--- src/rtl/pipeline_debug_ctrl_pkg.sv ---
// Shared definitions for the pipeline debug controller: command bytes,
// the HALT instruction word, FSM state encodings and the dump item count.
// Optional feature macro: PIPELINE_DEBUG_CYCLE_COUNT_EN (adds one dump item).
package pipeline_debug_ctrl_pkg;

    // Host command bytes, accepted only while idle
    localparam logic [7:0] CMD_LOAD = 8'h4C;  // 'L'
    localparam logic [7:0] CMD_RUN  = 8'h52;  // 'R'
    localparam logic [7:0] CMD_STEP = 8'h53;  // 'S'

    // Writing this word terminates a program load
    localparam logic [31:0] HALT_WORD = 32'h0000_003F;

    // Main controller states; byte transmission lives in the serializer
    typedef enum logic [3:0] {
        ST_IDLE,
        ST_LOAD,
        ST_LOAD_WR,
        ST_RUN,
        ST_STEP,
        ST_SET_ADDR,
        ST_SETTLE,
        ST_LATCH,
        ST_DUMP_WAIT
    } state_t;

    // Serializer states
    typedef enum logic [1:0] {
        TX_IDLE,
        TX_START,
        TX_WAIT
    } tx_state_t;

    // Number of 32-bit items in one dump: PC, registers, memory, optional cycle count
    function automatic int unsigned dump_items(input int unsigned n_regs,
                                               input int unsigned n_mem,
                                               input bit          cyc_en);
        return 32'd1 + n_regs + n_mem + (cyc_en ? 32'd1 : 32'd0);
    endfunction

endpackage

--- src/rtl/pipeline_debug_ctrl_word_tx.sv ---
// Word-to-byte serializer: latches a word on start, sends it MSB first as
// bytes over a start/done UART transmit handshake, then pulses done.
// Ports:
//   clk, reset          clock, synchronous active-high reset
//   word, start         word to send, one-cycle start pulse (accepted when idle)
//   tx_data, tx_start   byte and one-cycle start pulse to the UART transmitter
//   tx_done             one-cycle pulse from the transmitter, byte sent
//   done                one-cycle pulse after the last byte's tx_done
module word_tx_serializer
    import pipeline_debug_ctrl_pkg::*;
#(
    parameter int unsigned WORD_SZ = 32,
    parameter int unsigned BYTE_SZ = 8
) (
    input  logic               clk,
    input  logic               reset,
    input  logic [WORD_SZ-1:0] word,
    input  logic               start,
    output logic [BYTE_SZ-1:0] tx_data,
    output logic               tx_start,
    input  logic               tx_done,
    output logic               done
);

    localparam int unsigned BPW    = WORD_SZ / BYTE_SZ;
    localparam int unsigned BCNT_W = $clog2(BPW);
    localparam logic [BCNT_W-1:0] LAST_BYTE = BCNT_W'(BPW - 1);

    tx_state_t          state;
    logic [WORD_SZ-1:0] shift;
    logic [BCNT_W-1:0]  byte_cnt;

    // tx_data is only updated in TX_START, so it holds through the wait for tx_done
    always_ff @(posedge clk) begin
        if (reset) begin
            state    <= TX_IDLE;
            shift    <= '0;
            byte_cnt <= '0;
            tx_data  <= '0;
            tx_start <= 1'b0;
            done     <= 1'b0;
        end else begin
            tx_start <= 1'b0;
            done     <= 1'b0;
            case (state)
                TX_IDLE: begin
                    if (start) begin
                        shift    <= word;
                        byte_cnt <= '0;
                        state    <= TX_START;
                    end
                end
                TX_START: begin
                    tx_data  <= shift[WORD_SZ-1 -: BYTE_SZ];
                    tx_start <= 1'b1;
                    state    <= TX_WAIT;
                end
                TX_WAIT: begin
                    if (tx_done) begin
                        if (byte_cnt == LAST_BYTE) begin
                            done  <= 1'b1;
                            state <= TX_IDLE;
                        end else begin
                            byte_cnt <= byte_cnt + BCNT_W'(1);
                            shift    <= shift << BYTE_SZ;
                            state    <= TX_START;
                        end
                    end
                end
                default: state <= TX_IDLE;
            endcase
        end
    end

endmodule

--- src/rtl/pipeline_debug_ctrl.sv ---
// Host-side driver for the pipeline load/run/debug interface. Assembles UART
// bytes into instruction words and writes them, runs or single-steps the
// pipeline, then dumps PC, registers and data memory back over the UART.
// Optional feature macro: PIPELINE_DEBUG_CYCLE_COUNT_EN -- appends a saturating
// 32-bit count of enabled cycles in the last RUN/STEP to the dump.
// Ports:
//   i_clk, i_reset             clock, synchronous active-high reset
//   i_rx_data, i_rx_valid      received byte and its one-cycle valid
//   o_tx_data, o_tx_start      byte and start pulse to the UART transmitter
//   i_tx_done                  transmitter byte-sent pulse
//   o_write, o_instruction     instruction-memory write strobe and word
//   o_enable, i_halt           pipeline run enable, pipeline halted
//   o_debug_addr               debug read address for registers/memory
//   i_pc, i_reg, i_mem         debug read data
//   o_busy                     high whenever not idle
module pipeline_debug_ctrl
    import pipeline_debug_ctrl_pkg::*;
#(
    parameter int unsigned INST_SZ   = 32,
    parameter int unsigned BYTE_SZ   = 8,
    parameter int unsigned REG_SZ    = 5,
    parameter int unsigned N_REGS    = 32,
    parameter int unsigned N_MEM     = 32,
    parameter int unsigned MAX_INSTR = 1024
) (
    input  logic               i_clk,
    input  logic               i_reset,
    input  logic [BYTE_SZ-1:0] i_rx_data,
    input  logic               i_rx_valid,
    output logic [BYTE_SZ-1:0] o_tx_data,
    output logic               o_tx_start,
    input  logic               i_tx_done,
    output logic               o_write,
    output logic [INST_SZ-1:0] o_instruction,
    output logic               o_enable,
    input  logic               i_halt,
    output logic [REG_SZ-1:0]  o_debug_addr,
    input  logic [INST_SZ-1:0] i_pc,
    input  logic [INST_SZ-1:0] i_reg,
    input  logic [INST_SZ-1:0] i_mem,
    output logic               o_busy
);

    localparam int unsigned BPW    = INST_SZ / BYTE_SZ;
    localparam int unsigned BCNT_W = $clog2(BPW);
    localparam int unsigned WCNT_W = $clog2(MAX_INSTR + 1);
`ifdef PIPELINE_DEBUG_CYCLE_COUNT_EN
    localparam bit CYC_EN = 1'b1;
`else
    localparam bit CYC_EN = 1'b0;
`endif
    localparam int unsigned N_ITEMS = dump_items(N_REGS, N_MEM, CYC_EN);
    localparam int unsigned ITEM_W  = $clog2(N_ITEMS);

    localparam logic [BCNT_W-1:0] LAST_BYTE = BCNT_W'(BPW - 1);
    localparam logic [WCNT_W-1:0] LAST_WORD = WCNT_W'(MAX_INSTR - 1);
    localparam logic [ITEM_W-1:0] REG_FIRST = ITEM_W'(1);
    localparam logic [ITEM_W-1:0] REG_LAST  = ITEM_W'(N_REGS);
    localparam logic [ITEM_W-1:0] MEM_FIRST = ITEM_W'(N_REGS + 1);
    localparam logic [ITEM_W-1:0] LAST_ITEM = ITEM_W'(N_ITEMS - 1);

    state_t                     state;
    logic [BCNT_W-1:0]          byte_cnt;
    logic [WCNT_W-1:0]          word_cnt;
    logic [INST_SZ-BYTE_SZ-1:0] load_shift;  // first three bytes of the word in flight
    logic [ITEM_W-1:0]          item;
    logic [INST_SZ-1:0]         tx_word;
    logic                       ser_start;
    logic                       ser_done;
`ifdef PIPELINE_DEBUG_CYCLE_COUNT_EN
    logic [31:0]                cyc_cnt;
`endif

    // Main controller
    always_ff @(posedge i_clk) begin
        if (i_reset) begin
            state         <= ST_IDLE;
            byte_cnt      <= '0;
            word_cnt      <= '0;
            load_shift    <= '0;
            item          <= '0;
            tx_word       <= '0;
            ser_start     <= 1'b0;
            o_write       <= 1'b0;
            o_instruction <= '0;
            o_enable      <= 1'b0;
            o_debug_addr  <= '0;
            o_busy        <= 1'b0;
`ifdef PIPELINE_DEBUG_CYCLE_COUNT_EN
            cyc_cnt       <= '0;
`endif
        end else begin
            o_write   <= 1'b0;
            ser_start <= 1'b0;
            case (state)
                ST_IDLE: begin
                    if (i_rx_valid) begin
                        case (i_rx_data)
                            CMD_LOAD: begin
                                byte_cnt <= '0;
                                word_cnt <= '0;
                                o_busy   <= 1'b1;
                                state    <= ST_LOAD;
                            end
                            CMD_RUN: begin
                                o_enable <= 1'b1;
                                o_busy   <= 1'b1;
`ifdef PIPELINE_DEBUG_CYCLE_COUNT_EN
                                cyc_cnt  <= '0;
`endif
                                state    <= ST_RUN;
                            end
                            CMD_STEP: begin
                                o_enable <= 1'b1;
                                o_busy   <= 1'b1;
`ifdef PIPELINE_DEBUG_CYCLE_COUNT_EN
                                cyc_cnt  <= '0;
`endif
                                state    <= ST_STEP;
                            end
                            default: ;
                        endcase
                    end
                end
                ST_LOAD: begin
                    // MSB-first assembly; the output word changes only on the write
                    if (i_rx_valid) begin
                        if (byte_cnt == LAST_BYTE) begin
                            o_instruction <= {load_shift, i_rx_data};
                            o_write       <= 1'b1;
                            byte_cnt      <= '0;
                            state         <= ST_LOAD_WR;
                        end else begin
                            load_shift <= {load_shift[INST_SZ-2*BYTE_SZ-1:0], i_rx_data};
                            byte_cnt   <= byte_cnt + BCNT_W'(1);
                        end
                    end
                end
                ST_LOAD_WR: begin
                    if (o_instruction == HALT_WORD || word_cnt == LAST_WORD) begin
                        o_busy <= 1'b0;
                        state  <= ST_IDLE;
                    end else begin
                        word_cnt <= word_cnt + WCNT_W'(1);
                        state    <= ST_LOAD;
                    end
                end
                ST_RUN: begin
`ifdef PIPELINE_DEBUG_CYCLE_COUNT_EN
                    if (cyc_cnt != '1) cyc_cnt <= cyc_cnt + 32'd1;
`endif
                    if (i_halt) begin
                        o_enable <= 1'b0;
                        item     <= '0;
                        state    <= ST_SET_ADDR;
                    end
                end
                ST_STEP: begin
`ifdef PIPELINE_DEBUG_CYCLE_COUNT_EN
                    if (cyc_cnt != '1) cyc_cnt <= cyc_cnt + 32'd1;
`endif
                    o_enable <= 1'b0;
                    item     <= '0;
                    state    <= ST_SET_ADDR;
                end
                ST_SET_ADDR: begin
                    // Item 0 is the PC; address value is irrelevant there
                    if (item == '0) begin
                        o_debug_addr <= '0;
                    end else if (item <= REG_LAST) begin
                        o_debug_addr <= REG_SZ'(item - REG_FIRST);
                    end else begin
                        o_debug_addr <= REG_SZ'(item - MEM_FIRST);
                    end
                    state <= ST_SETTLE;
                end
                ST_SETTLE: begin
                    state <= ST_LATCH;
                end
                ST_LATCH: begin
                    if (item == '0) begin
                        tx_word <= i_pc;
                    end else if (item <= REG_LAST) begin
                        tx_word <= i_reg;
`ifdef PIPELINE_DEBUG_CYCLE_COUNT_EN
                    end else if (item == LAST_ITEM) begin
                        tx_word <= INST_SZ'(cyc_cnt);
`endif
                    end else begin
                        tx_word <= i_mem;
                    end
                    ser_start <= 1'b1;
                    state     <= ST_DUMP_WAIT;
                end
                ST_DUMP_WAIT: begin
                    if (ser_done) begin
                        if (item == LAST_ITEM) begin
                            o_busy <= 1'b0;
                            state  <= ST_IDLE;
                        end else begin
                            item  <= item + ITEM_W'(1);
                            state <= ST_SET_ADDR;
                        end
                    end
                end
                default: begin
                    o_enable <= 1'b0;
                    o_busy   <= 1'b0;
                    state    <= ST_IDLE;
                end
            endcase
        end
    end

    word_tx_serializer #(
        .WORD_SZ (INST_SZ),
        .BYTE_SZ (BYTE_SZ)
    ) u_word_tx (
        .clk      (i_clk),
        .reset    (i_reset),
        .word     (tx_word),
        .start    (ser_start),
        .tx_data  (o_tx_data),
        .tx_start (o_tx_start),
        .tx_done  (i_tx_done),
        .done     (ser_done)
    );

endmodule

--- config.mk ---
export PLATFORM = sky130hd
export DESIGN_NAME = pipeline_debug_ctrl
export DESIGN_NICKNAME = d
export VERILOG_FILES = /design/src/rtl/pipeline_debug_ctrl_pkg.sv /design/src/rtl/pipeline_debug_ctrl_word_tx.sv /design/src/rtl/pipeline_debug_ctrl.sv
export SDC_FILE = /design/constraint.sdc
export NUM_CORES = 1
export LEC_CHECK = 0
export ABC_AREA = 1
export CORE_MARGIN = 4
export CORE_UTILIZATION = 56
export DETAILED_ROUTE_END_ITERATION = 12
export PLACE_DENSITY = 0.95
export SYNTH_ARGS = -nofsm -noshare
export SYNTH_HDL_FRONTEND = slang
export SYNTH_HIERARCHICAL = 1
export SYNTH_SLANG_ARGS = --single-unit
--- constraint.sdc ---
create_clock -name i_clk -period 4.4 [get_ports i_clk]
set_input_delay 0.44 -clock i_clk [delete_from_list [all_inputs] [get_ports i_clk]]
set_output_delay 0.44 -clock i_clk [all_outputs]
set_load 0.05 [all_outputs]
==> results of run 1 <==
==> per-stage QoR <==
stage / setup WS [ps] / std cells
after CTS: 1690 / 1446
after global placement: 1770 / 1415
after global routing: 1520 / 1446
after detailed placement: 1750 / 1415
after floorplan: 2760 / 1138
final: 1760 / 1446
==> worst max path at each step <==
stage               cells after the start                       end                   from
global route                            5  tx_word[20]$_SDFFE_PP0P_  state[1]$_SDFFE_PP0P_
floorplan                              11  tx_word[14]$_SDFFE_PP0P_   item[0]$_SDFFE_PP0P_
detailed placement                      7      item[4]$_SDFFE_PP0P_                i_reset
CTS                                     5   tx_word[1]$_SDFFE_PP0P_  state[1]$_SDFFE_PP0P_
global placement                        7      item[4]$_SDFFE_PP0P_                i_reset
finish                                  5   tx_word[1]$_SDFFE_PP0P_  state[1]$_SDFFE_PP0P_
==> layout by cell type, fill, tap and decap left out, drive strengths merged, types with 7 or more instances in the layout <==
cell type,Yosys,final
a21oi,170,170
xor2,7,7
o21ai,122,122
clkbuf,36,21
nand4,15,15
nor2,100,100
nand2,239,239
dfxtp,167,167
inv,159,161
nor3,15,15
o211ai,32,32
clkdlybuf4s50,0,157
nand3,35,35
==> critical path, cell delays in order, from the launching register on <==
cell,delay (ps)
dfxtp_1,520
nand2_2,150
nor3_4,850
inv_2,550
a21oi_1,290
a21oi_1,120
==> routing by layer <==
layer	part of all wire	track usage
met1	0.41	0.301
met3	0.067	0.0509
met4	0.026	0.0965
met2	0.50	0.436
met5	0	0
==> sequential cells by signal (all words and copies together), names as in the netlist <==
signal / cells
ser_start: 1
word_cnt: 11
o_instruction: 32
tx_word: 32
u_word_tx/done: 1
o_debug_addr: 5
state: 4
load_shift: 24
o_write: 1
o_busy: 1
u_word_tx/byte_cnt: 2
u_word_tx/tx_start: 1
byte_cnt: 2
o_enable: 1
u_word_tx/state: 2
item: 7
u_word_tx/shift: 32
u_word_tx/tx_data: 8
==> layout make-up <==
type / instances / share of cell area
Multi-Input combinational cell: 748 / 0.363
Sequential cell: 167 / 0.336
Timing Repair Buffer: 160 / 0.160
Inverter: 160 / 0.0603
Clock buffer: 21 / 0.0462
Tap cell: 180 / 0.0226
Clock inverter: 10 / 0.0122
==> Yosys cell counts (2+ instances only) <==
library cell,number,area (um^2)
nand2_1,234,878
a21oi_1,170,851
dfxtp_1,167,3340
inv_1,149,559
o21ai_0,115,576
nor2_1,95,357
clkbuf_1,36,135
o211ai_1,32,240
nand3_1,29,145
buf_2,15,75.1
nand4_1,15,93.8
nor3_1,12,60.1
inv_2,10,37.5
buf_6,8,90.1
o21ai_1,7,35.0
xor2_1,7,61.3
ha_1,6,75.1
nand2_2,4,25.0
nand3_2,4,40.0
nor2_2,4,25.0
buf_4,3,22.5
nand3_4,2,35.0
nor3_4,2,32.5
nor3b_1,2,15.0
==> power by group through the flow <==
stage	Clock, mW	Sequential (mW)	Combinational, mW
2_1_floorplan	0	1.55	0.0458
3_3_place_gp	0	1.55	0.157
5_1_grt	1.54	1.52	0.176
6_report	1.46	1.52	0.163
4_1_cts	1.48	1.52	0.162
3_5_place_dp	0	1.55	0.160
==> logic make-up (layout without fill, tap and decap cells) <==
family                     count (synthesis)  after routing  share of synthesized area
buffers and inverters                    223            351                      0.119
AOI/OAI and AO/OA                        325            325                      0.216
and+or+nand+nor                          409            409                      0.223
adders and majority gates                  6              6                    0.00951
DFF                                      167            167                      0.423
xor gates and xnor gates                   8              8                    0.00888
==> results.cfg, run 1 <==
[outcome]
outcome = finished, violations left
violations = DRC

[hold_path]
min_delay_worst_endpoint = load_shift[23]$_SDFFE_PP0P_
whs_path_depth = 2
hold_class = flop to flop
hp-start = load_shift[23]$_SDFFE_PP0P_

[floorplan]
die_y_um = 127
die_area_um2 = 16100
core-area_um2 = 13800
io_pins = 158
num_rows = 43
start_util = 0.571
die_w_um = 127

[worst_setup_path]
critical_path_class = flop to flop
rrSetupSlack_ps = 1760
ff2ff_path_depth = 5
cp.arrival_ps = 2930
cp-start-kind = flop
cp.required_ps = 4690
r2r_start = state[1]$_SDFFE_PP0P_
crit_fanout = 34
end_kind = flop
r2r-end = tx_word[1]$_SDFFE_PP0P_

[sta]
period_share = 0.600
hold_viol = 0
tightest_slew_ps = 1100
rsz0062_at_grt = false
slew_headroom = 0.264
setup_violations = 0
min_period_ps = 2640
slew_viol_final = 0
max_freq_ghz = 0.379
hold_ws_ps = 445
tns_ps = 0
skew_ps = 6.62

[job]
max_cap_viol_count = 0

[detailed_routing]
initialDrtViolationCount = 712
drc = 1
vias = 7870
dr.pass1.iters = 12
wirelength_mm = 20.2
routed_via_density = 5.44
detail-route-antenna-nets = 0
wl_per_cell_um = 14.0

[grt]
grt_first_pass_wirelength_mm = 33.3
antenna_found_initial = 0
grt_max_degree = 83
track_usage = 0.249
overflow = 0
grt_pass1_vias = 7346

[placement]
gp_routability_congestion = 0.878
dpl_cell_area_um2 = 9380
portBuffers = 157
dp.final_hpwl_mm = 13.6

[cts]
ctsResizeCount = 0
worstSkewPairLatency_ps = 430
ctsHoldBuffers = 0
cts_tree = built
cts_setup_buffers = 0
cts.sinks = 167
clk_pin_slew_ps = 60
cts-root-buf = clkbuf_16
cts_inserted_buffers = 17
cts.htree.levels = 4
cts_buffer_depth = 2

[finish]
num-nets-final = 1369
diodes = 0
utilization = 0.720
areaGrowthSynthToFinish_pct = 26.2
fill_cells = 1054
final_area_um2 = 9960
multi_input_area_um2 = 3620
drive_gt1_frac = 0.0506
regArea_um2 = 3340

[power_and_ir_drop]
sw_frac_of_total = 0.211
p_sw_mw = 0.664
ir_worst_vdd_mv = 0.275
sequentialPowerShare = 0.483
power_density_nw_per_um2 = 316
internal_power_mw = 2.48
leakagePower_nw = 4.00
clkPwrFrac = 0.466
combPwrFrac = 0.052
total_power_mw = 3.14

[synthesis]
async_flop_share = 0
syn-num-nets = 1253
ys_ff_latch = 167
synth_edf_count = 0
synth_cells = 1138
synth_area_per_cell_um2 = 6.94
synth_warnings = 6
synth_area_um2 = 7900
yosys.cell_types.count = 34
yosys_most_used_dff = dfxtp_1
ys_seq_area_frac = 0.423
(Power assumes the default switching activity.)
==> run 2, diff against run 1 <==
--- a/config.mk
+++ b/config.mk
@@ -7,9 +7,9 @@
 export LEC_CHECK = 0
 export ABC_AREA = 1
 export CORE_MARGIN = 4
-export CORE_UTILIZATION = 56
+export CORE_UTILIZATION = 52
 export DETAILED_ROUTE_END_ITERATION = 12
-export PLACE_DENSITY = 0.95
+export PLACE_DENSITY = 0.91
 export SYNTH_ARGS = -nofsm -noshare
 export SYNTH_HDL_FRONTEND = slang
 export SYNTH_HIERARCHICAL = 1
==> constraint.sdc (replaced) <==
create_clock -name i_clk -period 2.6 [get_ports i_clk]
set_input_delay 0.26 -clock i_clk [delete_from_list [all_inputs] [get_ports i_clk]]
set_output_delay 0.26 -clock i_clk [all_outputs]
set_load 0.05 [all_outputs]
==> results.cfg, run 2 (synthesis results as in run 1) <==
[finish]
reg_top3 = o_instruction x32, tx_word x32, u_word_tx/shift x32
final_area_um2 = 10100
final_cell_mix = nand2_1 (233), a21oi_1 (170), dfxtp_1 (167)
drive_gt1_frac = 0.0603
areaGrowthSynthToFinish_pct = 27.6
final_common_cell = nand2_1
utilization = 0.685
diodes = 0
final_cells = 1461
num-nets-final = 1379

[detailed_routing]
drc = 0
detail-route-antenna-nets = 0
dr.pass1.iters = 5
initialDrtViolationCount = 609
wl_per_cell_um = 14.0
wirelength_mm = 20.5
vias = 7831
routed_via_density = 5.36

[sta]
layout_setup_ws_ps = 608
slew_viol_final = 0
tightest_slew_ps = 632
slew_headroom = 0.578
max_freq_ghz = 0.502
hold_viol = 0
hold_ws_ps = 442
skew_ps = 8.12
min_period_ps = 1990
period_share = 0.766
tns_ps = 0
setup_violations = 0
rsz0062_at_grt = false

[grt]
grt_pass1_vias = 7163
grt_first_pass_wirelength_mm = 33.1
track_usage = 0.227
overflow = 0
grt_max_degree = 59
antenna_found_initial = 0

[power_and_ir_drop]
ir_worst_vdd_mv = 0.513
leakagePower_nw = 4.06
power_density_nw_per_um2 = 522
total_power_mw = 5.26

[cts]
cts_setup_buffers = 0
worstSkewPairLatency_ps = 430
cts_buffer_depth = 2
cts_tree = built
cts-root-buf = clkbuf_16
ctsHoldBuffers = 0
clk_pin_slew_ps = 60
cts_inserted_buffers = 17
ctsResizeCount = 0
cts.sinks = 167
cts.htree.levels = 4

[placement]
gp_routability_congestion = 0.919
pre_cts_ws_ps = 621
dp.final_hpwl_mm = 14.0
placed_cells = 1429
portBuffers = 157
dpl_cell_area_um2 = 9510

[floorplan]
start_util = 0.537
die_y_um = 131
die_w_um = 131
num_rows = 44
io_pins = 158
die_area_um2 = 17200
core-area_um2 = 14700

[worst_setup_path]
critPathSlowestCell = dfxtp_1
cp_common_cell = nand2_1
critical_path_class = flop to flop
cp-start-kind = flop
rrSetupSlack_ps = 610
path_cells = ha_1 -> nand2_1 -> inv_1 -> nand2_1 -> nor2_4 -> nand3_1 -> nand3_4 -> nand2_1 -> nand2_1 -> a21oi_1
r2r_start = word_cnt[0]$_SDFFE_PP0P_
cp.required_ps = 2910
crit_fanout = 15
max_stage_delay_ps = 440
ff2ff_path_depth = 10
end_kind = flop
r2r-end = word_cnt[7]$_SDFFE_PP0P_
cp.arrival_ps = 2300

[hold_path]
whs_path_depth = 2
hp-start = load_shift[20]$_SDFFE_PP0P_
min_delay_worst_endpoint = load_shift[20]$_SDFFE_PP0P_
hold_class = flop to flop

[outcome]
outcome = finished clean

[job]
max_cap_viol_count = 0
==> run 2: power breakdown <==
part | switching [mW] | internal (mW)
Combinational | 0.109 | 0.171
Clock | 1.10 | 1.30
Sequential | 0.00430 | 2.56
Total | 1.22 | 4.04
==> run 2: final cells by class <==
cell class,instances,area [um^2]
inverter,160,601
clock inverter,13,113
tap,184,230
sequential,167,3340
timing repair buffer,170,1720
fill,1135,4620
multi-input combinational,748,3620
clock buffer,19,453
==> run 2: layer usage <==
metal	vias to the layer above	share of wire	track usage
li1	3934	-	-
met4	0	0.026	0.0863
met2	278	0.49	0.398
met5	-	0	0
met1	3578	0.42	0.270
met3	41	0.064	0.0558
==> run 2: worst max-delay path by stage <==
stage / to / slack (ps) / start / depth (start not counted)
2_1_floorplan: tx_word[14]$_SDFFE_PP0P_ / 960 / item[0]$_SDFFE_PP0P_ / 11
5_1_grt: word_cnt[1]$_SDFFE_PP0P_ / 370 / word_cnt[0]$_SDFFE_PP0P_ / 11
6_report: word_cnt[7]$_SDFFE_PP0P_ / 610 / word_cnt[0]$_SDFFE_PP0P_ / 10
3_5_place_dp: word_cnt[7]$_SDFFE_PP0P_ / 620 / word_cnt[0]$_SDFFE_PP0P_ / 10
4_1_cts: word_cnt[7]$_SDFFE_PP0P_ / 610 / word_cnt[0]$_SDFFE_PP0P_ / 10
3_3_place_gp: tx_word[5]$_SDFFE_PP0P_ / 700 / item[0]$_SDFFE_PP0P_ / 10
==> run 2: critical path, delay by kind of cell (launching register included) <==
family,cells,cell delay [ps]
simple gates,7,1050
fa+ha+maj,1,200
buf+inv,1,120
compound gates,1,70
flops,1,440
